===== config.mk =====
export PLATFORM = sky130hd
export DESIGN_NAME = fetch_sequencer
export DESIGN_NICKNAME = d
export VERILOG_FILES = /design/src/rtl/fetch_sequencer.sv
export SDC_FILE = /design/constraint.sdc
export NUM_CORES = 1
export LEC_CHECK = 0
export ABC_AREA = 1
export BUFFER_PORTS_ARGS = -buffer_cell sky130_fd_sc_hd__buf_4
export CAP_MARGIN = 5
export CORE_MARGIN = 3
export CORE_UTILIZATION = 54
export DETAILED_ROUTE_END_ITERATION = 6
export PLACE_DENSITY = 0.77
export SYNTH_ARGS = -nofsm -noshare
export SYNTH_HDL_FRONTEND = slang
export SYNTH_SLANG_ARGS = --single-unit

===== constraint.sdc =====
create_clock -name clk -period 5.6 [get_ports clk]
set_input_delay 0.56 -clock clk [delete_from_list [all_inputs] [get_ports clk]]
set_output_delay 0.56 -clock clk [all_outputs]
set_load 0.03 [all_outputs]

===== src/rtl/fetch_sequencer.sv =====
// Fetch sequencer: PC stall control, imem request/ack handshake and the
// IF/ID valid/ready output register backed by a one-entry skid buffer.
module fetch_sequencer #(
  parameter int WIDTH   = 32,
  parameter int TIMEOUT = 64,
  parameter int CNT_W   = 16
) (
  input  logic             clk,
  input  logic             rst,
  input  logic [WIDTH-1:0] PCF,
  input  logic             redirect,
  output logic             stall,
  output logic             imem_req,
  output logic [WIDTH-1:0] imem_addr,
  input  logic             imem_ack,
  input  logic [WIDTH-1:0] imem_rdata,
  output logic             instr_valid,
  input  logic             decode_ready,
  output logic [WIDTH-1:0] InstrD,
  output logic [WIDTH-1:0] PCD,
  output logic             fetch_err,
  output logic [CNT_W-1:0] fetch_count
);
  localparam int TW = $clog2(TIMEOUT) + 1;
  localparam logic [TW-1:0] TMAX = TW'(TIMEOUT - 1);

  typedef enum logic [1:0] {
    IDLE,
    REQ,
    HOLD,
    KILL
  } state_t;

  state_t           r_state;
  logic             r_valid;
  logic [WIDTH-1:0] r_instr;
  logic [WIDTH-1:0] r_pc;
  logic             r_skid_v;
  logic [WIDTH-1:0] r_skid_i;
  logic [WIDTH-1:0] r_skid_pc;
  logic             r_err;
  logic [CNT_W-1:0] r_cnt;
  logic [TW-1:0]    r_tmo;

  logic w_in_req;
  logic w_busy;
  logic w_free;
  logic w_take;
  logic w_park;
  logic w_drain;
  logic w_xfer;
  logic w_wait;

  assign w_in_req = (r_state == REQ);
  assign w_busy   = (r_state == REQ) || (r_state == KILL);
  assign w_free   = !r_valid || decode_ready;
  assign w_take   = w_in_req && imem_ack && !redirect && w_free;
  assign w_park   = w_in_req && imem_ack && !redirect && !w_free;
  assign w_drain  = (r_state == HOLD) && r_skid_v &&
                    decode_ready && !redirect;
  assign w_xfer   = r_valid && decode_ready;
  assign w_wait   = w_busy && !imem_ack && !redirect;

  // PC advances only when the fetched word has somewhere to go,
  // or when execute forces a new target.
  assign stall     = !(redirect || w_take || w_drain);
  assign imem_req  = w_in_req;
  assign imem_addr = w_in_req ? PCF : '0;

  assign instr_valid = r_valid;
  assign InstrD      = r_instr;
  assign PCD         = r_pc;
  assign fetch_err   = r_err;
  assign fetch_count = r_cnt;

  always_ff @(posedge clk or posedge rst) begin
    if (rst) begin
      r_state   <= IDLE;
      r_valid   <= 1'b0;
      r_instr   <= '0;
      r_pc      <= '0;
      r_skid_v  <= 1'b0;
      r_skid_i  <= '0;
      r_skid_pc <= '0;
      r_err     <= 1'b0;
      r_cnt     <= '0;
      r_tmo     <= '0;
    end else begin
      if (w_xfer) begin
        r_cnt <= r_cnt + 1'b1;
      end

      if (w_wait) begin
        if (r_tmo != TMAX) begin
          r_tmo <= r_tmo + 1'b1;
        end
      end else if ((w_busy && imem_ack) || redirect) begin
        r_tmo <= '0;
      end

      if (r_tmo == TMAX) begin
        r_err <= 1'b1;
      end

      if (redirect) begin
        r_valid  <= 1'b0;
        r_skid_v <= 1'b0;
      end else if (w_take) begin
        r_valid <= 1'b1;
        r_instr <= imem_rdata;
        r_pc    <= PCF;
      end else if (w_park) begin
        r_skid_v  <= 1'b1;
        r_skid_i  <= imem_rdata;
        r_skid_pc <= PCF;
      end else if (w_drain) begin
        r_valid  <= 1'b1;
        r_instr  <= r_skid_i;
        r_pc     <= r_skid_pc;
        r_skid_v <= 1'b0;
      end else if (decode_ready) begin
        r_valid <= 1'b0;
      end

      // A redirect racing the cancelled ack in KILL still retires it.
      unique case (r_state)
        IDLE: r_state <= REQ;
        REQ: begin
          if (redirect) begin
            r_state <= imem_ack ? REQ : KILL;
          end else if (w_park) begin
            r_state <= HOLD;
          end
        end
        HOLD: begin
          if (redirect || decode_ready) begin
            r_state <= REQ;
          end
        end
        KILL: begin
          if (imem_ack) begin
            r_state <= REQ;
          end
        end
        default: r_state <= IDLE;
      endcase
    end
  end

endmodule


## Yosys cells after proc, flatten, opt, wreduce, memory -nomap -nowiden

Index checks and enable logic that the tools add are counted.

- Register bits: 156
- Bits of input ports: 69
- Output and inout bits: 116
- Word-level logic and storage cells: 84

- $add $sub $neg: 2
- Eq/ne operators: 12
- Mux-type cells: 25
- Bitwise operators: 2
- Reduce and logical (&&, ||, !) cells: 33

Operators by type and width:

| kind | number |
|---|---|
| $mux W32 | 7 |
| $mux W7 | 3 |
| $add A16 B1 Y16 const B | 1 |
| $logic_and A1 B1 Y1 | 11 |
| $mux W2 | 5 |
| $mux W1 | 9 |
| $reduce_and A3 Y1 | 3 |
| $pmux W2 S4 | 1 |
| $add A7 B1 Y7 const B | 1 |
| $eq A7 B6 Y1 const B | 1 |
| $ne A7 B6 Y1 const B | 1 |
| $logic_or A1 B1 Y1 | 6 |
| $ne A2 B2 Y1 const B | 3 |
| $reduce_and A2 Y1 | 3 |
| $logic_not A1 Y1 | 5 |
| $eq A2 B2 Y1 const B | 2 |
| $ne A2 B1 Y1 const B | 2 |
| $reduce_bool A2 Y1 | 2 |
| $reduce_bool A4 Y1 | 1 |
| $ne A3 B2 Y1 const B | 1 |
| $ne A3 B3 Y1 const B | 1 |
| $reduce_bool A3 Y1 | 1 |
| $eq A2 B1 Y1 const B | 1 |
| $logic_not A2 Y1 | 1 |
| $not A1 Y1 | 2 |

## Logic depth before layout (Yosys ltp)

Gate-level depths: netlist (run 1).

- Word-level depth: 8
- Gate-level depth with buffers: 11
- Gate-level depth less buffers: 9

## Worst setup path after synthesis (run 1)

Ideal clock, no wire load.

- Path type: input -> output
- From: input port redirect
- To: output port stall
- Arrival time: 1590 ps
- Required time: 5040 ps
- Setup slack: 3450 ps
- Cell stages on the path: 6
- Path buffers: 2
- Cell sequence: inv_1 nand2_2 nor2_4 buf_4 buf_2 a21oi_1

- Word-level cells in the longest chain between the ends: 6
- Elaborated cells between the ends (all ways): 7
- Classes of those cells: reduce/logical (7)

Ends and longest elaborated chain:

| element | line | text |
|---|---|---|
| start, declared | 11 | `input logic redirect,` |
| $logic_not A1 Y1 | 57, 60 |  |
| $logic_and A1 B1 Y1 (2 in series) | 57 | `assign w_take = w_in_req && imem_ack && !redirect && w_free;` |
| $logic_or A1 B1 Y1 | 66 | `assign stall = !(redirect \|\| w_take \|\| w_drain);` |
| $logic_or A1 B1 Y1 (*) | 66 |  |
| $logic_not A1 Y1 (*) | 66 |  |
| end, declared | 12 | `output logic stall,` |

Mark *: on every way between the ends. The rest lies on a longest branch, timed or not.

## Final worst setup path (run 1)

- From: register r_state[1]
- To: output port stall

- Word-level cells in the longest chain between the ends: 7
- Elaborated cells between the ends (all ways): 11
- Classes of those cells: eq/ne (2); reduce/logical (9)

Ends and longest elaborated chain:

| element | line | text |
|---|---|---|
| start, declared | 34 | `state_t r_state;` |
| start signal, assigned | 130 | `r_state <= imem_ack ? REQ : KILL;` |
| $eq A2 B1 Y1 | 54 | `assign w_in_req = (r_state == REQ);` |
| $logic_and A1 B1 Y1 (3 in series) | 57 |  |
| $logic_or A1 B1 Y1 | 66 |  |
| $logic_or A1 B1 Y1 (*) | 66 |  |
| $logic_not A1 Y1 (*) | 66 |  |

Marked as above.

==> results of run 1 <==
cells in the final DEF, fill, tap and decap left out, types with 6 or more instances in the layout:
cell,n
sky130_fd_sc_hd__buf_4,191
sky130_fd_sc_hd__nand2_1,301
sky130_fd_sc_hd__dfrtp_1,156
sky130_fd_sc_hd__o21ai_1,45
sky130_fd_sc_hd__o21ai_0,26
sky130_fd_sc_hd__xor2_1,6
sky130_fd_sc_hd__inv_1,150
sky130_fd_sc_hd__xnor2_1,7
sky130_fd_sc_hd__nor2_1,53
sky130_fd_sc_hd__nand3_1,145
sky130_fd_sc_hd__clkbuf_8,9
sky130_fd_sc_hd__clkbuf_16,17
final timing paths:
| check | start | depth (start not counted) | slack [ns] | to |
|---|---|---|---|---|
| worst max-delay path | r_state[1] | 6 | 2.55 | stall |
| worst min-delay path | rst | 2 | 0.37 | fetch_count[14] |
| worst max register to register | r_state[1] | 8 | 2.57 | r_skid_i[27] |
| worst min register to register | InstrD[2] | 2 | 0.48 | InstrD[2] |
| max in group asynchronous | rst | 3 | 4.08 | PCD[31] |
| min in group clk | imem_rdata[17] | 3 | 0.40 | r_skid_i[17] |
sequential cells by signal, indices dropped and copies added, names as in the netlist:
name	count
InstrD	32
PCD	32
r_skid_i	32
r_skid_pc	32
fetch_count	16
r_tmo	7
r_state	2
fetch_err	1
instr_valid	1
r_skid_v	1
cell type report:
| class | count | share of cell area [%] |
|---|---|---|
| inverters | 154 | 6.160 |
| clock inverters | 5 | 0.7931 |
| multi-input cells | 607 | 28.49 |
| clock buffers | 27 | 5.843 |
| repair buffers | 191 | 15.15 |
| well taps | 176 | 2.327 |
| flip-flops and latches | 156 | 41.24 |
synthesized netlist by cell type:
master,n
sky130_fd_sc_hd__nand3b_1,1
sky130_fd_sc_hd__xnor2_1,7
sky130_fd_sc_hd__xor2_1,6
sky130_fd_sc_hd__o21bai_1,1
sky130_fd_sc_hd__buf_1,3
sky130_fd_sc_hd__nand2_2,1
sky130_fd_sc_hd__buf_6,6
sky130_fd_sc_hd__nand3_1,145
sky130_fd_sc_hd__inv_2,3
sky130_fd_sc_hd__clkbuf_1,8
sky130_fd_sc_hd__dfrtp_1,156
sky130_fd_sc_hd__o31ai_1,1
sky130_fd_sc_hd__nand2_1,305
sky130_fd_sc_hd__nor2_1,53
sky130_fd_sc_hd__nor3_1,3
sky130_fd_sc_hd__ha_1,2
sky130_fd_sc_hd__inv_1,151
sky130_fd_sc_hd__o21ai_1,45
sky130_fd_sc_hd__nand4_1,3
sky130_fd_sc_hd__buf_2,27
sky130_fd_sc_hd__nor2_4,2
sky130_fd_sc_hd__a21boi_0,1
sky130_fd_sc_hd__buf_4,8
sky130_fd_sc_hd__o21ai_0,26
sky130_fd_sc_hd__a21oi_1,5
cell families (layout without fill, tap and decap cells):
family | count (synthesis) | count (layout) | share of synthesized area [%]
AND/OR/NAND/NOR | 513 | 513 | 28.65
buffers and inverters | 206 | 377 | 11.81
AO/OA/AOI/OAI | 79 | 79 | 5.395
adder cells (fa/ha/maj) | 2 | 2 | 0.3351
XOR/XNOR | 13 | 13 | 1.525
flip-flops | 156 | 156 | 52.28
power groups by stage:
stage | registers, mW | logic [mW] | clock network, mW
2_1_floorplan | 2.22 | 0.861 | 0
3_3_place_gp | 1.78 | 1.99 | 0
3_5_place_dp | 1.78 | 2.04 | 0
4_1_cts | 1.78 | 2.05 | 1.21
5_1_grt | 1.83 | 2.23 | 1.26
6_report | 1.78 | 2.02 | 1.20
through the flow:
stage / cells / setup slack [ns] / cell area (um2) / power [mW] / hold slack (ns)
6_report: 1316 / 2.546 / 9465 / 5.000 / 0.3657
5_1_grt: 1316 / 2.309 / 9465 / 5.314 / 0.3907
4_1_cts: 1316 / 2.560 / 9465 / 5.032 / 0.3955
3_5_place_dp: 1284 / 2.306 / 8837 / 3.819 / 0.4663
3_3_place_gp: 1284 / 2.381 / 8837 / 3.771 / 0.4648
2_1_floorplan: 969 / 0.8335 / 7467 / 3.086 / 0.4530
worst reg2reg max path, delay by kind of cell, from the launching register on:
kind,cells,cell delay [ns]
AOI/OAI and AO/OA,1,0.10
buffers and inverters,2,1.08
DFF,1,0.42
and+or+nand+nor,5,1.28
per-layer routing:
metal  GRT usage (%)  vias to the layer above  part of all wire [%]
met3           7.084                       23                   6.4
met1           33.41                     3078                    44
li1                -                     3290                     -
met5               0                        -                     0
met4           6.505                        0                   1.5
met2           39.37                      214                    48
==> Flow_metrics.wiki, run 1 <==
{| class="wikitable"
! Metric !! Value
|-
| Utilization after layout || 70.63%
|-
| Residual DRC || 0
|-
| Combinational cell fraction of total power || between 40% and 50%
|-
| Element type at the critical path end || output port
|-
| Final #Nets || 1198
|-
| Power density cells || between 500 and 600 mW/mm2
|-
| Maximum number of pins on one net before global-route repair || around 110
|-
| Synth area leaders || sky130_fd_sc_hd__dfrtp_1, sky130_fd_sc_hd__nand2_1, sky130_fd_sc_hd__nand3_1
|-
| Antenna Diode Count || 0
|-
| H-tree depth reported by CTS || 4
|-
| Setup repair after global routing missed its margin || no
|-
| Total negative setup slack || 0 ns
|-
| CTS Hold Buffers Added || 0
|-
| Clock network latency to the later pin of the worst-skew pair || ~0.42 ns
|-
| Maximum capacitance violations || 0
|-
| Combined global-route utilization of all metal layers || roughly a quarter
|-
| Number of placed I/O pins || between 150 and 200
|-
| Total buffers and inverters traversed by the critical path || 2
|-
| Gp weighted congestion || 0.7488
|-
| Class of the tightest hold or removal check || input port to asynchronous set/reset pin
|-
| Die width || roughly 120 um
|-
| Yosys reg bits || about 160
|-
| Final Max Tran Viols || 0
|-
| Post-synthesis cell area || between 0.007 and 0.008 mm2
|-
| Filler Cell Count || around 1.1k
|-
| Top cell type by total area after synthesis || sky130_fd_sc_hd__dfrtp_1
|-
| Maximum root-to-sink buffer count || 2
|-
| CTS Root Cell || sky130_fd_sc_hd__clkbuf_16
|-
| Clock sink count || around 160
|-
| Proportion of power drawn by the clock network || 24.0%
|-
| Post-route antenna net violation count || 0
|-
| Leakage || about 5.4 nW
|-
| Synthesized netlist net count || about 1.0k
|-
| Floorplan core area || approximately 0.013 mm2
|-
| Clock transition at the register clock pins on the worst setup and hold paths after CTS || about 0.060 ns
|-
| Total number of yosys warnings || 0
|-
| DRC violation total after the first TritonRoute iteration || 500
|-
| Critical path peak fanout || 45
|-
| Total CTS buffers || 17
|-
| Remaining global-route overflow || 0
|-
| Sequential share of the synthesized area || between 50% and 60%
|-
| Number of rows in the core area || 42
|-
| Number of setup buffers added after CTS || 0
|-
| Switching power of the nets || roughly 2 mW
|-
| Maximum operating frequency || about 0.33 GHz
|-
| Die ar. || approximately 0.015 mm2
|-
| Sw Ratio || between 30 and 40%
|-
| Worst vdd ir || just under 300 uV
|-
| Setup violations, final || 0
|-
| Standard cell with the maximum stage delay on the critical path || sky130_fd_sc_hd__buf_4
|-
| Initial core utilization || roughly 56%
|-
| WL/cell || about 14 um
|-
| TritonCTS clock tree || built
|-
| Share of Yosys cell area claimed by the top area cell type || between 50% and 60%
|-
| Antenna violations before repair || 0
|-
| First-pass GRT wire length || a little under 30000 um
|-
| Overall via count from detail_route || between 6k and 7k
|-
| Total area of sequential cells || around 0.0039 mm2
|-
| Die Height || 123.6 um
|-
| Multi-input gate area || ~0.0027 mm2
|-
| Buffers added on ports || roughly 180
|-
| Synthesized area per cell || just under 8 um2
|-
| Data required time of the critical path || about 5.0 ns
|-
| Fraction of the cycle the final worst path needs || between 50% and 60%
|-
| Sequential share of power || 35.6%
|-
| Share of post-route cells with drive strength above 1 || between 20% and 30%
|-
| Post-Syn Instances || 969
|-
| Worst path max stage delay || between 0.5 and 0.6 ns
|-
| Number of endpoints with negative hold slack in the final report || 0
|-
| DR pass1 iterations || 5
|-
| Startpoint kind of the worst setup timing path || flop
|-
| Number of distinct standard cells referenced by the synthesized netlist || 25
|-
| Crit path time final || 3.054 ns
|-
| Area added between synthesis and finish || 26.76%
|-
| Number of resized instances in the post-cts repair step || 0
|-
| Post-DR vias/cell || 5.019
|-
| Remaining max-slew budget at the tightest pin || a little under a quarter
|-
| Critical path cell sequence || nor2_4, nand2_2, nor2_4, buf_4, a21oi_1, buf_4
|-
| Int Power || around 3.0 mW
|-
| Class of the most critical setup path || flop to output port
|-
| Worst Skew || between 0.007 and 0.008 ns
|-
| Total half-perimeter wirelength after legalization and detailed placement || 11460 um
|-
| Outcome || complete, no violations
|-
| Data arrival time of the worst path || approximately 2.5 ns
|-
| Worst path top cell family by delay || buffers and inverters
|-
| Number of global-route vias before repair || roughly 6.2k
|-
| Worst Tran Pin Value || 1.155 ns
|-
| Final WL || between 15000 and 20000 um
|}
No activity file was read; power rests on OpenSTA's default activity.
==> inputs of run 2 (changes only) <==
- ABC_AREA: 1 -> 0
- CORE_UTILIZATION: 54 -> 53
- PLACE_DENSITY: 0.77 -> 0.76
- clock period: 5.6 -> 3.18 ns (I/O delays scaled with it)
==> Flow_metrics.wiki, run 2 <==
{| class="wikitable"
! Metric !! Value
|-
| Sequential share of power || between 40 and 50%
|-
| Gp weighted congestion || a little over 0.8
|-
| Number of synthesized flops with an enable pin || 0
|-
| Residual DRC || 0
|-
| Number of rows in the core area || 41
|-
| Startpoint kind of the worst setup timing path || flop
|-
| Top cell type by total area after synthesis || sky130_fd_sc_hd__dfrtp_1
|-
| Post-DR vias/cell || roughly 5.3
|-
| Floorplan core area || between 0.01 and 0.015 mm2
|-
| TritonCTS clock tree || built
|-
| PnR worst setup slack || between 0.6 and 0.7 ns
|-
| Worst slack at placement || between 0.9 and 1 ns
|-
| Non-Filler Cell Area, Final || about 0.009 mm2
|-
| Final WL || roughly 15000 um
|-
| Most used flip-flop cell after synthesis || sky130_fd_sc_hd__dfrtp_1
|-
| First-pass GRT wire length || about 25000 um
|-
| Leakage || roughly 4.2 nW
|-
| DRC violation total after the first TritonRoute iteration || around 330
|-
| Class of the most critical setup path || flop to output port
|-
| Share of synthesized flip-flops with an asynchronous set or reset || between 90% and 100%
|-
| Class of the tightest hold or removal check || input port to asynchronous set/reset pin
|-
| Outcome || complete, no violations
|-
| Yosys reg bits || 156
|-
| Buffers added on ports || about 180
|-
| Logic depth of the worst register-to-register path || 5
|-
| Area added between synthesis and finish || 29.24%
|-
| Combinational cell fraction of total power || 24.5%
|-
| Most instantiated cells after synthesis || sky130_fd_sc_hd__dfrtp_1, sky130_fd_sc_hd__nand2_1, sky130_fd_sc_hd__mux2_2
|-
| Switching power of the nets || approximately 1.8 mW
|-
| Die Height || about 120 um
|-
| Most used cells in the layout excluding fill and tap cells || sky130_fd_sc_hd__buf_4, sky130_fd_sc_hd__dfrtp_1, sky130_fd_sc_hd__nand2_1, sky130_fd_sc_hd__mux2_2, sky130_fd_sc_hd__mux2i_1
|-
| Final #Nets || approximately 800
|-
| Initial core utilization || approximately 55%
|-
| Power density cells || approximately 680 mW/mm2
|-
| Total half-perimeter wirelength after legalization and detailed placement || approximately 10000 um
|-
| Crit path time final || ~2.5 ns
|-
| Number of resized instances in the post-cts repair step || 0
|-
| Total CTS buffers || 17
|-
| Proportion of power drawn by the clock network || around a third
|-
| Synthesized area per cell || between 10 and 15 um2
|-
| H-tree depth reported by CTS || 4
|-
| Share of Yosys cell area claimed by the top area cell type || about 56%
|-
| CTS Root Cell || sky130_fd_sc_hd__clkbuf_16
|-
| Leading cell type in the layout, fill and taps excluded || sky130_fd_sc_hd__buf_4
|-
| Most instantiated library cell after synthesis || sky130_fd_sc_hd__dfrtp_1
|-
| Overall via count from detail_route || approximately 4.9k
|-
| Maximum root-to-sink buffer count || 2
|-
| CTS Hold Buffers Added || 0
|-
| Remaining max-slew budget at the tightest pin || between 30% and 40%
|-
| DR pass1 iterations || 4
|-
| Standard cell with the maximum stage delay on the critical path || sky130_fd_sc_hd__and2b_1
|-
| Reg2reg setup slack || approximately 0.99 ns
|-
| Clock sink count || roughly 160
|-
| Worst vdd ir || approximately 420 uV
|-
| Antenna Diode Count || 0
|-
| Critical path peak fanout || 34
|-
| Data required time of the critical path || 2.86 ns
|-
| Number of distinct standard cells referenced by the synthesized netlist || 44
|-
| Remaining global-route overflow || 0
|-
| Clock transition at the register clock pins on the worst setup and hold paths after CTS || 0.06 ns
|-
| Worst path max stage delay || 0.79 ns
|-
| WL/cell || between 15 and 20 um
|-
| Antenna violations before repair || 0
|-
| Number of endpoints with negative hold slack in the final report || 0
|-
| DP Area || roughly 0.0084 mm2
|-
| Die width || ~120 um
|-
| Post-Syn Instances || ~570
|-
| Number of setup buffers added after CTS || 0
|-
| Critical path cell sequence || and2b_1, and2_1, buf_4
|-
| Final Max Tran Viols || 0
|-
| Synth area leaders || sky130_fd_sc_hd__dfrtp_1, sky130_fd_sc_hd__mux2_2, sky130_fd_sc_hd__mux2i_1
|-
| Element type at the critical path end || output port
|-
| Number of global-route vias before repair || ~5.1k
|-
| Clock network latency to the later pin of the worst-skew pair || 0.41 ns
|-
| Data arrival time of the worst path || 2.19 ns
|-
| Maximum operating frequency || about 0.40 GHz
|-
| Int Power || 4.290 mW
|-
| Setup violations, final || 0
|-
| Fraction of the cycle the final worst path needs || 78.87%
|-
| Maximum number of pins on one net before global-route repair || between 100 and 150
|-
| Die ar. || ~0.015 mm2
|-
| Share of post-route cells with drive strength above 1 || around 39%
|-
| Worst Skew || between 0.008 and 0.009 ns
|-
| Worst Tran Pin Value || roughly 0.9 ns
|-
| Post-route antenna net violation count || 0
|-
| Total number of yosys warnings || 0
|-
| Maximum capacitance violations || 0
|-
| Combined global-route utilization of all metal layers || around 22%
|-
| Setup repair after global routing missed its margin || no
|-
| Sequential share of the synthesized area || between 50% and 60%
|-
| Sw Ratio || between 30% and 40%
|-
| Synthesized netlist net count || approximately 640
|-
| Number of placed I/O pins || 185
|-
| Total negative setup slack || 0 ns
|-
| Post-synthesis cell area || about 0.0069 mm2
|}
## run 2: cell types whose count changed in the layout (fill, tap and decap cells not counted), moves of 9 or more
cell / change
sky130_fd_sc_hd__inv_1: -146
sky130_fd_sc_hd__nor2_1: -43
sky130_fd_sc_hd__nand2_1: -228
sky130_fd_sc_hd__nand3_1: -139
sky130_fd_sc_hd__mux2_2: +65
sky130_fd_sc_hd__o21ai_1: +9
sky130_fd_sc_hd__o21ai_0: -14
sky130_fd_sc_hd__mux2i_1: +64
sky130_fd_sc_hd__and2_1: +33
## run 2: worst paths after layout
kind / from / end
max: r_state[0] / imem_addr[18]
min: rst / fetch_count[15]
max reg2reg: r_state[0] / InstrD[10]
min reg2reg: fetch_count[15] / fetch_count[15]
max in group asynchronous: rst / PCD[7]
min in group clk: imem_rdata[11] / InstrD[11]
## run 2: final cells by class
type,count,area (um2)
sequential,156,3904
fill,962,3746
multi-input combinational,377,2748
timing repair buffer,191,1496
clock buffer,25,505.5
tap,172,215.2
clock inverter,7,85.08
inverter,5,22.52
## run 2: cell families after synthesis
| group | count (synthesis) | synth area share, % |
|---|---|---|
| buf+inv | 40 | 4.486 |
| flops | 156 | 56.21 |
| compound gates | 80 | 6.395 |
| simple gates | 151 | 10.90 |
| fa+ha+maj | 2 | 0.3602 |
| mux | 129 | 19.76 |
| xor+xnor | 15 | 1.891 |
## run 2: power groups by stage
stage	clock [mW]	combinational, mW	sequential (mW)
after detailed placement	0	1.52	2.67
after CTS	2.03	1.53	2.65
final	1.99	1.50	2.65
after floorplan	0	0.563	2.99
after global placement	0	1.47	2.64
after global routing	2.11	1.62	2.69
## run 2: worst max-delay path, delay by kind of cell (launching register included)
kind,cells,cell delay [ns]
flip-flops,1,0.56
AND/OR/NAND/NOR,2,1.05
buffers and inverters,1,0.17
## run 2: per-stage QoR
step                      utilization (%)  hold WS (ns)  power, mW  cells
after global routing                70.55        0.1098      6.426    933
final                               70.55       0.07405      6.136    933
after floorplan                         -        0.4348      3.554    573
after detailed placement            65.91        0.4666      4.194    901
after global placement              65.91        0.4582      4.115    901
after CTS                           70.55       0.09718      6.196    933
## run 2: metal layers
layer	GRT usage, %	up-vias	routed length (um)
li1	-	2330	-
met1	28.49	2467	6497
met2	35.52	135	7478
met3	6.595	10	1009
met4	6.374	0	99
met5	0	-	0
